--- config.mk ---
export PLATFORM = sky130hd
export DESIGN_NAME = kernel_scheduler_flat
export DESIGN_NICKNAME = d
export VERILOG_FILES = /design/src/rtl/kernel_pkg.sv /design/src/rtl/kernel_scheduler_if.sv /design/src/rtl/kernel_lut.sv /design/src/rtl/kernel_scheduler.sv /design/src/flat_wrapper.sv
export SDC_FILE = /design/constraint.sdc
export NUM_CORES = 1
export LEC_CHECK = 0
export ABC_AREA = 1
export CAP_MARGIN = 15
export CORE_MARGIN = 2
export CORE_UTILIZATION = 59
export CTS_CLUSTER_DIAMETER = 80
export DETAILED_ROUTE_END_ITERATION = 12
export HOLD_SLACK_MARGIN = 0.05
export PLACE_DENSITY_LB_ADDON = 0.15
export SETUP_SLACK_MARGIN = 0.4
export SLEW_MARGIN = 30
export SYNTH_ARGS = -nofsm -noshare
export SYNTH_HDL_FRONTEND = slang
export SYNTH_SLANG_ARGS = --single-unit
--- constraint.sdc ---
create_clock -name clk -period 3 [get_ports clk]
set_input_delay 0.6 -clock clk [delete_from_list [all_inputs] [get_ports clk]]
set_output_delay 0.6 -clock clk [all_outputs]
set_load 0.01 [all_outputs]
--- src/rtl/kernel_pkg.sv ---
// Shared types and constants for the spike decay-kernel scheduler.
// The kernel table holds round(255 * e^-((t-1)/2)) for t = 1..7, with entry 0 meaning "no spike".
package kernel_pkg;

    typedef enum logic [1:0] {
        ST_IDLE,
        ST_LOOKUP,
        ST_SEND,
        ST_DONE
    } state_e;

    localparam int T_SIZE_DEF = 3;
    localparam int Y_W_DEF    = 8;
    localparam int TAU_DEF    = 2;
    localparam int LUT_DEPTH  = 2 ** T_SIZE_DEF;

    localparam logic [Y_W_DEF-1:0] KERNEL_LUT [LUT_DEPTH] = '{
        8'd0, 8'd255, 8'd155, 8'd94, 8'd57, 8'd35, 8'd21, 8'd13
    };

    function automatic int ch_width(input int n);
        return (n > 1) ? $clog2(n) : 1;
    endfunction

endpackage

--- src/rtl/kernel_scheduler_if.sv ---
// Output word handshake between the kernel scheduler and its consumer.
interface kernel_scheduler_if
    import kernel_pkg::*;
#(
    parameter int N_CH = 4,
    parameter int Y_W  = Y_W_DEF
);
    localparam int CH_W = ch_width(N_CH);

    logic            out_valid;
    logic            out_ready;
    logic [CH_W-1:0] out_ch;
    logic [Y_W-1:0]  out_val;

    modport master (output out_valid, output out_ch, output out_val, input out_ready);
    modport slave  (input out_valid, input out_ch, input out_val, output out_ready);

endinterface

--- src/rtl/kernel_lut.sv ---
// Registered decay-kernel ROM: data_o follows addr_i one cycle after en_i is sampled high.
module kernel_lut
    import kernel_pkg::*;
#(
    parameter int T_SIZE = T_SIZE_DEF,
    parameter int Y_W    = Y_W_DEF,
    parameter int TAU    = TAU_DEF
) (
    input  logic              clk,
    input  logic              reset,
    input  logic              en_i,
    input  logic [T_SIZE-1:0] addr_i,
    output logic [Y_W-1:0]    data_o
);
    localparam int DEPTH = 2 ** T_SIZE;

    // The table in kernel_pkg is precomputed for one shape only; refuse anything else at elaboration.
    if (T_SIZE != T_SIZE_DEF || Y_W != Y_W_DEF || TAU != TAU_DEF) begin : g_cfg_check
        $error("kernel_lut: kernel table exists only for T_SIZE=3, Y_W=8, TAU=2");
    end

    logic [Y_W-1:0] rom [DEPTH];
    logic [Y_W-1:0] data_q;

    always_comb begin
        for (int i = 0; i < DEPTH; i++) begin
            rom[i] = Y_W'(KERNEL_LUT[i % LUT_DEPTH]);
        end
    end

    always_ff @(posedge clk) begin
        if (reset) begin
            data_q <= '0;
        end else if (en_i) begin
            data_q <= rom[addr_i];
        end
    end

    assign data_o = data_q;

endmodule

--- src/rtl/kernel_scheduler.sv ---
// Time-multiplexed decay-kernel scheduler: per-channel elapsed-step counters, one shared LUT.
// Optional KSCHED_SKIP_IDLE_EN: visit only channels whose counter is non-zero.
module kernel_scheduler
    import kernel_pkg::*;
#(
    parameter int N_CH   = 4,
    parameter int T_SIZE = T_SIZE_DEF,
    parameter int Y_W    = Y_W_DEF,
    parameter int TAU    = TAU_DEF
) (
    input  logic               clk,
    input  logic               reset,
    input  logic [N_CH-1:0]    spike_in,
    input  logic               tick,
    kernel_scheduler_if.master out_if,
    output logic               step_done,
    output logic               overrun
);
    localparam int                CH_W  = ch_width(N_CH);
    localparam logic [T_SIZE-1:0] T_MAX = '1;

    state_e            state_q;
    logic [T_SIZE-1:0] t_q [N_CH];
    logic [T_SIZE-1:0] t_d [N_CH];
    logic [N_CH-1:0]   pending_q, pending_d, hit;
    logic [N_CH-1:0]   visit_tick, visit_busy;
    logic [CH_W-1:0]   ch_q, first_idx, next_idx;
    logic              first_found, next_found, tick_acc;
    logic              out_valid_q, step_done_q, overrun_q;
    logic [T_SIZE-1:0] lut_addr;
    logic [Y_W-1:0]    lut_data;

    // Counters only advance on a tick accepted in IDLE; same-cycle spikes count for that tick.
    always_comb begin
        tick_acc  = tick && (state_q == ST_IDLE);
        hit       = pending_q | spike_in;
        pending_d = tick_acc ? '0 : hit;
        for (int c = 0; c < N_CH; c++) begin
            t_d[c] = t_q[c];
            if (tick_acc) begin
                if (hit[c]) begin
                    t_d[c] = T_SIZE'(1);
                end else if (t_q[c] == T_MAX) begin
                    t_d[c] = '0;
                end else if (t_q[c] != '0) begin
                    t_d[c] = t_q[c] + T_SIZE'(1);
                end
            end
        end
    end

    always_comb begin
        for (int c = 0; c < N_CH; c++) begin
`ifdef KSCHED_SKIP_IDLE_EN
            visit_tick[c] = (t_d[c] != '0);
            visit_busy[c] = (t_q[c] != '0);
`else
            visit_tick[c] = 1'b1;
            visit_busy[c] = 1'b1;
`endif
        end
    end

    // Lowest visitable channel for a new step, and the next one above ch_q within a step.
    always_comb begin
        first_found = 1'b0;
        first_idx   = '0;
        next_found  = 1'b0;
        next_idx    = '0;
        for (int c = N_CH - 1; c >= 0; c--) begin
            if (visit_tick[c]) begin
                first_found = 1'b1;
                first_idx   = CH_W'(c);
            end
            if (visit_busy[c] && (c > int'(ch_q))) begin
                next_found = 1'b1;
                next_idx   = CH_W'(c);
            end
        end
    end

    assign lut_addr = t_q[ch_q];

    kernel_lut #(
        .T_SIZE (T_SIZE),
        .Y_W    (Y_W),
        .TAU    (TAU)
    ) u_lut (
        .clk    (clk),
        .reset  (reset),
        .en_i   (state_q == ST_LOOKUP),
        .addr_i (lut_addr),
        .data_o (lut_data)
    );

    always_ff @(posedge clk) begin
        if (reset) begin
            state_q     <= ST_IDLE;
            ch_q        <= '0;
            out_valid_q <= 1'b0;
            step_done_q <= 1'b0;
            overrun_q   <= 1'b0;
            pending_q   <= '0;
            for (int c = 0; c < N_CH; c++) begin
                t_q[c] <= '0;
            end
        end else begin
            pending_q   <= pending_d;
            step_done_q <= 1'b0;
            for (int c = 0; c < N_CH; c++) begin
                t_q[c] <= t_d[c];
            end
            if (tick && (state_q != ST_IDLE)) begin
                overrun_q <= 1'b1;
            end
            case (state_q)
                ST_IDLE: begin
                    if (tick) begin
                        if (first_found) begin
                            state_q <= ST_LOOKUP;
                            ch_q    <= first_idx;
                        end else begin
                            state_q     <= ST_DONE;
                            step_done_q <= 1'b1;
                        end
                    end
                end
                ST_LOOKUP: begin
                    state_q     <= ST_SEND;
                    out_valid_q <= 1'b1;
                end
                ST_SEND: begin
                    if (out_if.out_ready) begin
                        out_valid_q <= 1'b0;
                        if (next_found) begin
                            state_q <= ST_LOOKUP;
                            ch_q    <= next_idx;
                        end else begin
                            state_q     <= ST_DONE;
                            step_done_q <= 1'b1;
                        end
                    end
                end
                ST_DONE: begin
                    state_q <= ST_IDLE;
                end
                default: begin
                    state_q <= ST_IDLE;
                end
            endcase
        end
    end

    assign out_if.out_valid = out_valid_q;
    assign out_if.out_ch    = ch_q;
    assign out_if.out_val   = lut_data;
    assign step_done        = step_done_q;
    assign overrun          = overrun_q;

endmodule

--- src/flat_wrapper.sv ---
// flat-port wrapper written by rule: the top's interface ports become plain ports
module kernel_scheduler_flat import kernel_pkg::*;
#(
    parameter int N_CH   = 4,
    parameter int T_SIZE = T_SIZE_DEF,
    parameter int Y_W    = Y_W_DEF,
    parameter int TAU    = TAU_DEF
)
  (clk, reset, spike_in, tick, step_done, overrun, out_if_out_valid, out_if_out_ch, out_if_out_val, out_if_out_ready);
  kernel_scheduler_if #(.N_CH(N_CH), .Y_W(Y_W)) out_if_i ();
  input  logic clk;
  input  logic reset;
  input  logic [N_CH-1:0] spike_in;
  input  logic tick;
  output logic step_done;
  output logic overrun;
  output wire logic [$bits(out_if_i.out_valid)-1:0] out_if_out_valid;
  output wire logic [$bits(out_if_i.out_ch)-1:0] out_if_out_ch;
  output wire logic [$bits(out_if_i.out_val)-1:0] out_if_out_val;
  input wire logic [$bits(out_if_i.out_ready)-1:0] out_if_out_ready;
  assign out_if_out_valid = out_if_i.out_valid;
  assign out_if_out_ch = out_if_i.out_ch;
  assign out_if_out_val = out_if_i.out_val;
  assign out_if_i.out_ready = out_if_out_ready;
  kernel_scheduler #(.N_CH(N_CH), .T_SIZE(T_SIZE), .Y_W(Y_W), .TAU(TAU)) u_core (.clk(clk), .reset(reset), .spike_in(spike_in), .tick(tick), .out_if(out_if_i), .step_done(step_done), .overrun(overrun));
endmodule
==> results.toml <==
[synthesis]
synthFlopType = "dfxtp_1"
synthAdderAreaFrac_pct = 12.19
synth_cells = 232
yosys.area_share.simple_pct = 27.03
synth_top_family_by_area = "simple AND/OR/NAND/NOR gates"
async_reset_ff_share_pct = 0
ys_types = 26
synth-edff-count = 0
synthXorXnorAreaFrac_pct = 0
muxShareOfSynthArea_pct = 0
syn_nets = 257
yosysSeqAreaShare_pct = 37.85
avgSynthCellArea_um2 = 7.523
synth-compound-area-share_pct = 12.76
yosys_warnings = 0
synth-seq-cells = 33
netlist_area_um2 = 1745

[detailed_routing]
drt-wirelength-per-cell_um = 11.32
ant_nets = 0
top_layer = "met4"
met3WireLength_um = 127
drc = 0
via_per_inst = 5.297
drt_wl_total_um = 3238
wl_met2_um = 1417
drtIter0Drc = 75
wl_met1_um = 1626
dr.pass1.iters = 5
vias = 1515

[clocking]
cts_root_buffer = "clkbuf_4"
clockBufferDepth = 2
cts_tree = "built"
cts.sinks = 33
cts_hold_buffers = 0
clk_pin_slew_ps = 90
h-tree-depth = 2
cts_buffers = 5
clock_latency_ps = 330
cts_setup_buffers = 0
cts_resized = 0

[worst_setup_path]
cp_cell_sequence = "clkdlybuf4s50_1"
worst_setup_path_start_kind = "flip-flop"
reg2reg_depth = 8
slowest_delay_ps = 560
worst-path-buf-inv = 1
crit_arrival_ps = 1300
worstSetupEndpoint = "out_if_out_ch[1]"
crit_family = "buffers and inverters"
path_class = "flip-flop to output pin"
worst_setup_path_end_kind = "output pin"
critPathRequiredTime_ps = 2400
crit_path_top_delay_cell = "clkdlybuf4s50_1"
critPathLaunch = "u_core.out_if.out_ch[1]"
reg2reg_slack_ps = 1330
cp.depth = 1
crit_fanout = 5
rr_endpoint = "u_core.u_lut.data_o[0]"

[global_routing]
grt_max_degree = 17
grt_pass1_vias = 1374
overflow = 0
grt_pass1_wl_um = 5844
antenna_found_initial = 0
grt_usage_pct = 22.32

[timing]
maxSlewViolCount = 0
worst_slew_pin_slew_ps = 470.5
setup-violations-final = 0
setup-tns-final_ps = 0
fmax_mhz = 525.8
relSlewSlack_pct = 68.60
hold_viol_final = 0
clock_skew_ps = 5.672
finalCriticalPeriod_ps = 1902
rsz0062_at_grt = "false"
layout_setup_ws_ps = 1098
finalCritPeriodShare_pct = 63.40

[layout]
layout.nets = 280
drive_gt1_share_pct = 10.20
diodes = 0
area_growth_pct = 15.20

[place]
io_buffer_count = 20
gp_congestion = 0.8404
hpwlAfterDp_um = 2463
post-place-ws_ps = 940.9

[die]
ios = 21
fp.dieW_um = 58.39
initial_core_util_pct = 62.75
die_y_um = 58.39
coreArea_um2 = 2781
rows = 19
die_area_um2 = 3409

[worst_hold_path]
min_path_type = "flip-flop to flip-flop"

[status]
outcome = "finished, final reports clean"

[job]
drv_cap = 0

[pwr]
power_density_nw_per_um2 = 456.4
ir_drop_mv = 0.4445
leakagePower_nw = 0.9164
## placed cells by master, fill, tap and decap left out, types with 4 or more instances in the layout
cell type	instances
ha_1	17
nand2_1	48
o21ai_0	7
dfxtp_1	33
clkdlybuf4s50_1	20
clkbuf_4	5
nor2_1	13
o21ai_1	6
nand3_1	23
nand2_2	4
a21oi_1	21
inv_1	29
inv_2	4
## metrics by stage
step / instances / power (W) / instance area [um2] / hold slack [ps] / utilization, %
2_1_floorplan: 232 / 0.0006222 / 1745 / 456.0 / -
5_1_grt: 286 / 0.0009744 / 2011 / 496.0 / 72.29
3_5_place_dp: 279 / 0.0006747 / 1956 / 448.0 / 70.31
3_3_place_gp: 279 / 0.0006719 / 1956 / 440.9 / 70.31
6_report: 286 / 0.0009176 / 2011 / 454.8 / 72.29
4_1_cts: 286 / 0.0009249 / 2011 / 462.1 / 72.29
## how the worst min path moves through the flow
stage / from / end / slack, ps / cells after the start
floorplan: u_core.t_q[0][1] / u_core.t_q[0][1] / 460 / 2
global placement: u_core.overrun / u_core.overrun / 440 / 2
detailed placement: u_core.overrun / u_core.overrun / 450 / 2
CTS: u_core.overrun / u_core.overrun / 460 / 2
global route: u_core.overrun / u_core.overrun / 500 / 2
finish: u_core.overrun / u_core.overrun / 450 / 2
## Yosys cell counts, types with 2 or more instances
cell	number	area (um2)
a21oi_1	21	105.1
buf_2	2	10.01
buf_6	2	22.52
dfxtp_1	33	660.6
ha_1	17	212.7
inv_1	29	108.9
inv_2	4	15.01
nand2_1	48	180.2
nand2_2	4	25.02
nand3_1	23	115.1
nand3_2	3	30.03
nand3b_1	2	15.01
nand4_1	3	18.77
nor2_1	13	48.80
nor3_1	2	10.01
o21ai_0	7	35.03
o21ai_1	6	30.03
o21ai_2	3	26.28
o22ai_1	3	18.77
## where the power goes
part	leakage, nW	internal [W]	switching (W)
registers	0.270	0.000464	0.0000220
logic	0.615	0.0000735	0.000106
clock network	0.0314	0.000111	0.000142
## area by class of cell
type,count,area [um2]
clock buffers,7,55.05
multi-input cells,159,907.1
fillers,238,770.7
well taps,31,38.79
repair buffers,21,207.7
inverters,35,141.4
flip-flops and latches,33,660.6
## cells by family (layout without fill, tap and decap cells)
| logic type | count (synthesis) | in the layout |
|---|---|---|
| adder cells (fa/ha/maj) | 17 | 17 |
| AO/OA/AOI/OAI | 41 | 41 |
| flip-flops | 33 | 33 |
| AND/OR/NAND/NOR | 101 | 101 |
| buffers and inverters | 40 | 63 |
## registers in the layout (all words and copies together), names as in the netlist, named ones only
| name | count |
|---|---|
| u_core.out_if.out_ch | 2 |
| u_core.out_if.out_valid | 1 |
| u_core.overrun | 1 |
| u_core.pending_q | 4 |
| u_core.state_q | 2 |
| u_core.step_done | 1 |
| u_core.t_q | 12 |
| u_core.u_lut.data_o | 8 |
## layer usage
metal,vias to the layer above,global-route usage [%]
met1,681,29.78
met2,27,34.19
met5,-,0
li1,800,-
met4,0,9.302
met3,7,5.934
## worst min-delay path, delay by kind of cell (launching register included)
family,cells,cell delay (ps)
flops,1,320
buf+inv,1,50
compound gates,1,50
No activity file was read; power rests on OpenSTA's default activity.
